<file path="config.mk">
export PLATFORM = sky130hd
export DESIGN_NAME = ioctl_rom_loader
export DESIGN_NICKNAME = d
export VERILOG_FILES = /design/src/rtl/ioctl_rom_loader.sv
export SDC_FILE = /design/constraint.sdc
export NUM_CORES = 1
export LEC_CHECK = 0
export CORE_MARGIN = 5
export CORE_UTILIZATION = 51
export DETAILED_ROUTE_END_ITERATION = 7
export PLACE_DENSITY_LB_ADDON = 0.3
export SYNTH_ARGS = -nofsm -noshare
export SYNTH_HDL_FRONTEND = slang
export SYNTH_SLANG_ARGS = --single-unit
</file>
<file path="constraint.sdc">
create_clock -name clk_sys -period 3.37 [get_ports clk_sys]
set_clock_uncertainty 0.15 [all_clocks]
set_input_delay 0.5055 -clock clk_sys [delete_from_list [all_inputs] [get_ports clk_sys]]
set_output_delay 0.5055 -clock clk_sys [all_outputs]
set_load 0.005 [all_outputs]
</file>
<file path="src/rtl/ioctl_rom_loader.sv">
// ioctl_rom_loader: turns the hps_io ioctl byte stream into SDRAM port writes
// over a toggle req/ack handshake. ROM bytes are optionally paired into 16-bit
// words, DIP bytes are captured locally, and strobes that arrive while stalled
// are flagged as overrun.
module ioctl_rom_loader #(
  parameter bit          PACK16    = 1'b1,
  parameter logic [7:0]  ROM_INDEX = 8'd0,
  parameter logic [7:0]  DIP_INDEX = 8'd254,
  parameter int          DIP_BYTES = 8,
  parameter logic [24:0] ROM_BYTES = 25'h1000000,
  parameter logic [23:0] SDR_BASE  = 24'h0
) (
  input  logic                   clk_sys,
  input  logic                   reset_n,
  input  logic                   ioctl_download,
  input  logic [7:0]             ioctl_index,
  input  logic                   ioctl_wr,
  input  logic [24:0]            ioctl_addr,
  input  logic [7:0]             ioctl_dout,
  output logic                   ioctl_wait,
  output logic [23:0]            sdr_addr,
  output logic [15:0]            sdr_din,
  output logic                   sdr_wrl,
  output logic                   sdr_wrh,
  output logic                   sdr_req,
  input  logic                   sdr_ack,
  output logic [8*DIP_BYTES-1:0] dip_sw,
  output logic [24:0]            rom_bytes,
  output logic                   busy,
  output logic                   overrun
);

  typedef enum logic [1:0] {S_IDLE, S_HOLD, S_WRITE, S_FLUSH} state_t;

  state_t                 state_q, state_d;
  logic [7:0]             hold_data_q, hold_data_d;
  logic [23:0]            hold_waddr_q, hold_waddr_d;
  logic                   ret_hold_q, ret_hold_d;   // return to HOLD when the write completes
  logic                   pend_q, pend_d;           // held byte still needs a high-lane write
  logic [23:0]            sdr_addr_q, sdr_addr_d;
  logic [15:0]            sdr_din_q, sdr_din_d;
  logic                   sdr_wrl_q, sdr_wrl_d;
  logic                   sdr_wrh_q, sdr_wrh_d;
  logic                   sdr_req_q, sdr_req_d;
  logic                   dl_q, dl_d;
  logic                   overrun_q, overrun_d;
  logic [24:0]            rom_bytes_q, rom_bytes_d;
  logic [8*DIP_BYTES-1:0] dip_q, dip_d;

  logic        outstanding;
  logic        wait_c;
  logic        dl_rise;
  logic        rom_acc;
  logic        dip_acc;
  logic        byte_odd;
  logic [23:0] byte_waddr;

  // Issue request computed by the FSM and consumed by the SDRAM port registers.
  logic        issue;
  logic [23:0] iss_waddr;
  logic [15:0] iss_din;
  logic        iss_wrl;
  logic        iss_wrh;

  // Stall while a write is in flight or a second write is queued behind it.
  assign outstanding = (sdr_req_q != sdr_ack);
  assign wait_c      = ((state_q == S_WRITE) || (state_q == S_FLUSH)) && (outstanding || pend_q);
  assign dl_rise     = ioctl_download && !dl_q;
  assign rom_acc     = ioctl_wr && (ioctl_index == ROM_INDEX) && (ioctl_addr < ROM_BYTES) && !wait_c;
  assign dip_acc     = ioctl_wr && (ioctl_index == DIP_INDEX) && (ioctl_addr < 25'(DIP_BYTES));
  assign byte_odd    = ioctl_addr[0];
  assign byte_waddr  = ioctl_addr[24:1];

  assign ioctl_wait = wait_c;
  assign sdr_addr   = sdr_addr_q;
  assign sdr_din    = sdr_din_q;
  assign sdr_wrl    = sdr_wrl_q;
  assign sdr_wrh    = sdr_wrh_q;
  assign sdr_req    = sdr_req_q;
  assign dip_sw     = dip_q;
  assign rom_bytes  = rom_bytes_q;
  assign overrun    = overrun_q;
  assign busy       = (ioctl_download && (ioctl_index == ROM_INDEX)) || (state_q != S_IDLE);

  // Next-state logic; a write that completes this cycle hands over to IDLE/HOLD
  // immediately so a byte strobed in the same cycle is handled without a gap.
  always_comb begin
    logic eff_idle;
    logic eff_hold;
    state_d      = state_q;
    hold_data_d  = hold_data_q;
    hold_waddr_d = hold_waddr_q;
    ret_hold_d   = ret_hold_q;
    pend_d       = pend_q;
    issue        = 1'b0;
    iss_waddr    = hold_waddr_q;
    iss_din      = {hold_data_q, hold_data_q};
    iss_wrl      = 1'b1;
    iss_wrh      = 1'b0;
    eff_idle     = 1'b0;
    eff_hold     = 1'b0;

    case (state_q)
      S_IDLE:  eff_idle = 1'b1;
      S_HOLD:  eff_hold = 1'b1;
      S_WRITE: begin
        if (!outstanding) begin
          if (pend_q) begin
            issue   = 1'b1;
            iss_wrl = 1'b0;
            iss_wrh = 1'b1;
            pend_d  = 1'b0;
          end else if (ret_hold_q) begin
            eff_hold = 1'b1;
          end else begin
            eff_idle = 1'b1;
          end
        end
      end
      S_FLUSH: if (!outstanding) eff_idle = 1'b1;
      default: eff_idle = 1'b1;
    endcase

    if (eff_idle || eff_hold) begin
      state_d    = eff_hold ? S_HOLD : S_IDLE;
      ret_hold_d = 1'b0;
      if (!PACK16) begin
        if (rom_acc) begin
          issue     = 1'b1;
          iss_waddr = byte_waddr;
          iss_din   = {ioctl_dout, ioctl_dout};
          iss_wrl   = !byte_odd;
          iss_wrh   = byte_odd;
          state_d   = S_WRITE;
        end
      end else if (eff_idle) begin
        if (rom_acc && !byte_odd) begin
          hold_data_d  = ioctl_dout;
          hold_waddr_d = byte_waddr;
          state_d      = S_HOLD;
        end else if (rom_acc) begin
          issue     = 1'b1;
          iss_waddr = byte_waddr;
          iss_din   = {ioctl_dout, ioctl_dout};
          iss_wrl   = 1'b0;
          iss_wrh   = 1'b1;
          state_d   = S_WRITE;
        end
      end else begin
        if (rom_acc && byte_odd && (byte_waddr == hold_waddr_q)) begin
          issue   = 1'b1;
          iss_din = {ioctl_dout, hold_data_q};
          iss_wrh = 1'b1;
          state_d = S_WRITE;
        end else if (rom_acc && byte_odd) begin
          // flush the held low byte now, the odd byte follows as a high-lane write
          issue        = 1'b1;
          hold_data_d  = ioctl_dout;
          hold_waddr_d = byte_waddr;
          pend_d       = 1'b1;
          state_d      = S_WRITE;
        end else if (rom_acc) begin
          issue        = 1'b1;
          hold_data_d  = ioctl_dout;
          hold_waddr_d = byte_waddr;
          ret_hold_d   = 1'b1;
          state_d      = S_WRITE;
        end else if (!ioctl_download) begin
          issue   = 1'b1;
          state_d = S_FLUSH;
        end
      end
    end
  end

  // SDRAM port registers: loaded and req toggled together, held until ack matches.
  always_comb begin
    sdr_addr_d = sdr_addr_q;
    sdr_din_d  = sdr_din_q;
    sdr_wrl_d  = sdr_wrl_q;
    sdr_wrh_d  = sdr_wrh_q;
    sdr_req_d  = sdr_req_q;
    if (issue) begin
      sdr_addr_d = iss_waddr + SDR_BASE;
      sdr_din_d  = iss_din;
      sdr_wrl_d  = iss_wrl;
      sdr_wrh_d  = iss_wrh;
      sdr_req_d  = !sdr_req_q;
    end
  end

  // Download bookkeeping: byte counter, overrun flag and DIP capture.
  always_comb begin
    logic [24:0] cnt_base;
    dl_d        = ioctl_download;
    cnt_base    = dl_rise ? 25'd0 : rom_bytes_q;
    rom_bytes_d = cnt_base;
    if (rom_acc && (cnt_base != 25'h1FFFFFF)) rom_bytes_d = cnt_base + 25'd1;
    overrun_d = dl_rise ? 1'b0 : overrun_q;
    if (ioctl_wr && wait_c) overrun_d = 1'b1;
    dip_d = dip_q;
    if (dip_acc) begin
      for (int i = 0; i < DIP_BYTES; i++) begin
        if (ioctl_addr[3:0] == 4'(i)) dip_d[8*i +: 8] = ioctl_dout;
      end
    end
  end

  // State and datapath registers with asynchronous clear.
  always_ff @(posedge clk_sys or negedge reset_n) begin
    if (!reset_n) begin
      state_q      <= S_IDLE;
      hold_data_q  <= 8'd0;
      hold_waddr_q <= 24'd0;
      ret_hold_q   <= 1'b0;
      pend_q       <= 1'b0;
      sdr_addr_q   <= 24'd0;
      sdr_din_q    <= 16'd0;
      sdr_wrl_q    <= 1'b0;
      sdr_wrh_q    <= 1'b0;
      sdr_req_q    <= 1'b0;
      dl_q         <= 1'b0;
      overrun_q    <= 1'b0;
      rom_bytes_q  <= 25'd0;
      dip_q        <= '0;
    end else begin
      state_q      <= state_d;
      hold_data_q  <= hold_data_d;
      hold_waddr_q <= hold_waddr_d;
      ret_hold_q   <= ret_hold_d;
      pend_q       <= pend_d;
      sdr_addr_q   <= sdr_addr_d;
      sdr_din_q    <= sdr_din_d;
      sdr_wrl_q    <= sdr_wrl_d;
      sdr_wrh_q    <= sdr_wrh_d;
      sdr_req_q    <= sdr_req_d;
      dl_q         <= dl_d;
      overrun_q    <= overrun_d;
      rom_bytes_q  <= rom_bytes_d;
      dip_q        <= dip_d;
    end
  end

endmodule
</file>
# Word level (Yosys, flattened, before mapping)
# Cells that the tools add are included.
# word_totals
reg_bits	170
in_bits	46
out_inout_bits	135
elab_cells	147
# classes
addsub	1
n_lt_le_gt_ge	2
eq_ne	16
n_mux	70
reduce_logical	37
# ops
op	n
2-to-1 mux 24 bit	8
2-to-1 mux 16 bit	5
2-to-1 mux 25 bit	2
2-to-1 mux 1 bit	41
2-to-1 mux 8 bit	5
adder 25 x 1 -> 25 bit, second input constant	1
less-than comparator 25 bit, second input constant	1
less-than comparator 25 x 4 -> 1 bit, second input constant	1
inequality test 25 bit, second input constant	1
equality test 24 bit	1
equality test 4 x 3 -> 1 bit, second input constant	4
AND reduction 2 bit	8
2-to-1 mux 2 bit	7
logical AND 1 bit	13
equality test 4 x 2 -> 1 bit, second input constant	2
equality test 8 bit, second input constant	1
logical NOT 8 bit	1
equality test 2 bit, second input constant	2
equality test 4 x 1 -> 1 bit, second input constant	1
logical NOT 1 bit	4
logical NOT 4 bit	1
logical OR 1 bit	4
AND reduction 4 bit	1
nonzero test 2 bit	2
9 further kinds	9

# Depth between registers and ports, before layout
# logic_depth
ltp_word	10
mapped_depth	11
depth_no_buf	10

# Least setup slack after synthesis
# OpenSTA, ideal clock, no wires.
# synth_timing
path_kind	input-to-reg
start	input ioctl_download
end	register rom_bytes_q[1], in the netlist rom_bytes[1]
setup_time_ns	0.128
arrival_ns	2.561
required_ns	3.092
path_slack_ns	0.532
cell_stages	9
path_buffers	1
path_cell_list	nand2b_1 > clkbuf_1 > and2_1 > ha_1 > nand2_1 > or4b_4 > nor3_4 > nor2_1 > mux2_1
# synth_between
elab_chain_len	5
elab_cells_between_ends	6
classes_between	add/sub: 1; eq/ne: 1; mux: 2; reduce/logical: 2
# synth_rtl
item	line_no	text
from (decl)	15	input logic ioctl_download,
logical AND 1 bit *	68	assign dl_rise = ioctl_download && !dl_q;
2-to-1 mux 25 bit *	196	cnt_base = dl_rise ? 25'd0 : rom_bytes_q;
parallel branches: the longest is 2 deep, another holds adder 25 x 1 -> 25 bit	-	
2-to-1 mux 25 bit *	198	if (rom_acc && (cnt_base != 25'h1FFFFFF)) rom_bytes_d = cnt_base + 25'd1;
net rom_bytes_d[1]	47	logic [24:0] rom_bytes_q, rom_bytes_d;
to (signal assigned)	239	rom_bytes_q <= rom_bytes_d;
to (decl)	47	
# Mark *: on every way through the listed nets, which the timed path passes.
# A chain may end at the register's enable or synchronous reset.

# Final worst setup path
# layout_timing
start	register state_q[0]
end	output ioctl_wait
# layout_between
elab_chain_len	3
elab_cells_between_ends	4
classes_between	eq/ne: 2; reduce/logical: 2
# layout_rtl
item	line_no	text
from (decl)	35	state_t state_q, state_d;
from (signal assigned)	227	state_q <= state_d;
equality test 2 bit	67	assign wait_c = ((state_q == S_WRITE) || (state_q == S_FLUSH)) && (outstanding || pend_q);
logical OR 1 bit *	67	
logical AND 1 bit *	67	
to (decl)	20	output logic ioctl_wait,
# Mark *: on every way between the ends. The rest lies on a longest branch, timed or not.

==> metrics.cfg <==
[clocking]
h-tree-depth = 4
clockBufferDepth = 2
postCtsSetupBuffers = 0
clk_pin_slew_ns = 0.07
cts_made_buffers = 17
cts_tree = yes
cts.sinks = 170
cts_root_buffer = clkbuf_16
insertion_delay_ns = 0.42

[route]
vias_per_cell = 5.588
drt_first_pass_iters = 4
wl_per_cell_um = 19.93
antenna_left = 0
drt_iter0_markers = 368
drc = 0
vias = 5962
wl_um = 21270

[cells_and_area]
nets = 889
final_cell_area_mm2 = 0.01097
layout.cells.non_filler = 1067
n_antenna_cell = 0
fill_cells = 1132
area_delta_synth_final_pct = 35.36
final_layout_size_suffix_gt1_frac = 0.2503
post-route-util = 0.6981

[floorplan]
dieArea_mm2 = 0.01851
fp.dieW_um = 136.1
fp-row-count = 46
initial_core_util = 0.5158
die_h_um = 136.1
io_pins = 181
core_mm2 = 0.01571

[pwr]
clkPwrFrac = 0.453
power_density_mw_per_mm2 = 378.2
p_int_mw = 3.132
power.switching_mw = 1.016
peakVddDrop_uv = 354.6
combinationalPowerShare = 0.052
p_sw_frac = 0.2449
p_seq_frac = 0.495
power.leakage_nw = 4.983

[setup_path]
arrival_ns = 2.35
cp-start-kind = flop
cp_max_fo = 7
critPathRequiredTime_ns = 2.71
crit_path_end_kind = output port
max_stage_delay_ns = 0.51
critPathKind = reg -> out
worst_path_max_delay_cell = clkdlybuf4s50_1
crit_chain = inv_1 -> ha_1 -> nor2_1 -> a21oi_2 -> buf_4 -> clkdlybuf4s50_1

[min_path]
worstHoldPathType = reg -> reg

[sta]
rsz0062_at_grt = false
slew_viol_final = 0
hold_violations = 0
fin_setup_tns_ns = 0
tightest_slew_ns = 0.7634
period_share = 0.8925
whs_ns = 0.3391
setup_viol = 0
finalCriticalPeriod_ns = 3.008
timing.slew.headroom = 0.4910
fmax_mhz = 332.5

[synth]
synth.distinct_cells = 59
synth_area_leader_cell = dfrtp_1
synth-async-reset-ratio = 1.000
synth-main-ff-cell = dfrtp_1
synth_edf_count = 0
ys_warn_count = 0
ys_ff_latch = 170
synth_top_cell_area_share = 0.5249
synthCells = 637
synth_seq_area_share = 0.5249
avgSynthCellArea_um2 = 12.72
syn-num-nets = 688
synthTopCellsByArea = dfrtp_1, mux2_2, mux2_1
netlist_area_mm2 = 0.008104

[grt]
grt_pass1_wl_um = 34390
grt-busiest-layer = met2
grt_pass1_vias = 6348
grtUsageMet2 = 0.4009
gr-total-overflow = 0
grt_start_max_net_pins = 77
met3_usage = 0.05070
grt_use_met1 = 0.3126
grt_util_all_layers = 0.2385
antenna_found_initial = 0

[outcome]
outcome = finished clean

[placed_design]
port-buffer-count = 180
post-dp-hpwl_um = 15610
placed_cell_area_mm2 = 0.01039
place_inst = 1034
routabilityCongestion = 0.8939

[run]
max_cap_viol_count = 0

[Yosys cell counts (all sizes together), types with 3 or more instances]
master  instances
and2            6
a21o            8
nand2          28
nand3          12
buf            20
nor2           37
nor2b           3
inv             8
nand4          17
o31ai           8
nor4b           4
ha              5
a41oi           9
and3b           3
xnor2          38
o21ai           4
nor4           15
clkbuf         13
dfrtp         170
a21oi           5
nor3b           4
xor2           11
nor3           11
or3             4
mux2          158
o211ai         11
[logic make-up (layout without fill, tap and decap cells)]
| logic type | after synthesis | after routing | synth area share |
|---|---|---|---|
| buffers and inverters | 42 | 256 | 0.02424 |
| XOR/XNOR | 49 | 49 | 0.05388 |
| adder cells (fa/ha/maj) | 5 | 5 | 0.007720 |
| AO/OA/AOI/OAI | 59 | 59 | 0.05975 |
| multiplexers | 158 | 158 | 0.2195 |
| flip-flops | 170 | 170 | 0.5249 |
| AND/OR/NAND/NOR | 154 | 154 | 0.1099 |
[power groups by stage]
stage | Clock, mW | Combinational, mW | Sequential (mW)
detailed placement | 0 | 0.215 | 2.09
global route | 2.00 | 0.235 | 2.05
floorplan | 0 | 0.0649 | 2.09
global placement | 0 | 0.211 | 2.09
finish | 1.88 | 0.216 | 2.05
CTS | 1.91 | 0.218 | 2.05
[worst max-delay path: cells and delay by family (launching register included)]
family	cells	cell delay [ns]
compound gates	1	0.29
simple gates	1	0.09
fa+ha+maj	1	0.26
buf+inv	3	0.86
flops	1	0.42
[sequential cells by signal, summed over array words and instances (netlist names)]
name          flops
sdr_wrh           1
sdr_addr         24
overrun           1
sdr_wrl           1
hold_waddr_q     24
state_q           2
dip_sw           64
hold_data_q       8
ret_hold_q        1
rom_bytes        25
pend_q            1
sdr_req           1
sdr_din          16
dl_q              1
[path summary, 6_finish.rpt]
check                                              start                  endpoint  slack, ns  cells past startpoint
worst max-delay path              state_q[0]$_DFFE_PN0N_                ioctl_wait       0.36                      6
worst min-delay path            sdr_addr[13]$_DFFE_PN0P_  sdr_addr[13]$_DFFE_PN0P_       0.34                      1
worst max register to register    state_q[1]$_DFFE_PN0N_    sdr_din[4]$_DFFE_PN0P_       0.41                      9
worst min register to register  sdr_addr[13]$_DFFE_PN0P_  sdr_addr[13]$_DFFE_PN0P_       0.34                      1
max in group asynchronous                        reset_n    dip_sw[14]$_DFFE_PN0P_       1.68                      3
min in group asynchronous                        reset_n    ret_hold_q$_DFFE_PN0N_       0.54                      2
[routing by layer]
layer,wire (µm),up-vias
li1,-,2718
met1,9065,3069
met2,10700,157
met3,1277,18
met4,229,0
met5,0,-
[cell type report]
cell class / count / area, µm² / share of cell area
flip-flops and latches: 170 / 4254 / 0.3878
clock buffers: 18 / 439.2 / 0.04004
clock inverters: 14 / 126.4 / 0.01152
inverters: 9 / 33.78 / 0.003080
multi-input cells: 425 / 3677 / 0.3352
well taps: 216 / 270.3 / 0.02464
repair buffers: 215 / 2168 / 0.1977
[cell usage in the layout, fill, tap and decap left out, types with 10 or more instances in the layout]
| master | Yosys | final |
|---|---|---|
| buf_4 | 3 | 26 |
| clkbuf_16 | 0 | 17 |
| clkdlybuf4s50_1 | 0 | 179 |
| dfrtp_1 | 170 | 170 |
| mux2_1 | 31 | 31 |
| mux2_2 | 127 | 127 |
| nand2_1 | 28 | 28 |
| nand3_1 | 12 | 12 |
| nand4_1 | 17 | 17 |
| nor2_1 | 36 | 36 |
| nor4_1 | 14 | 14 |
| o211ai_1 | 10 | 10 |
| xnor2_1 | 37 | 37 |
| xor2_1 | 11 | 11 |
[what timing repair did]
action / 4_1_cts / 5_1_grt
resized for setup: 0 / 0
setup endpoints to repair: 0 / 0
hold endpoints to repair: 33 / 0
hold buffers: 1 / 0
[through the flow]
stage          setup slack [ns]  total power [mW]
2_1_floorplan            0.5319             2.156
3_3_place_gp            0.01368             2.303
3_5_place_dp          -0.007325             2.307
4_1_cts                  0.3437             4.183
5_1_grt                  0.2219             4.284
6_report                 0.3623             4.148
No activity file was read; power rests on OpenSTA's default activity.
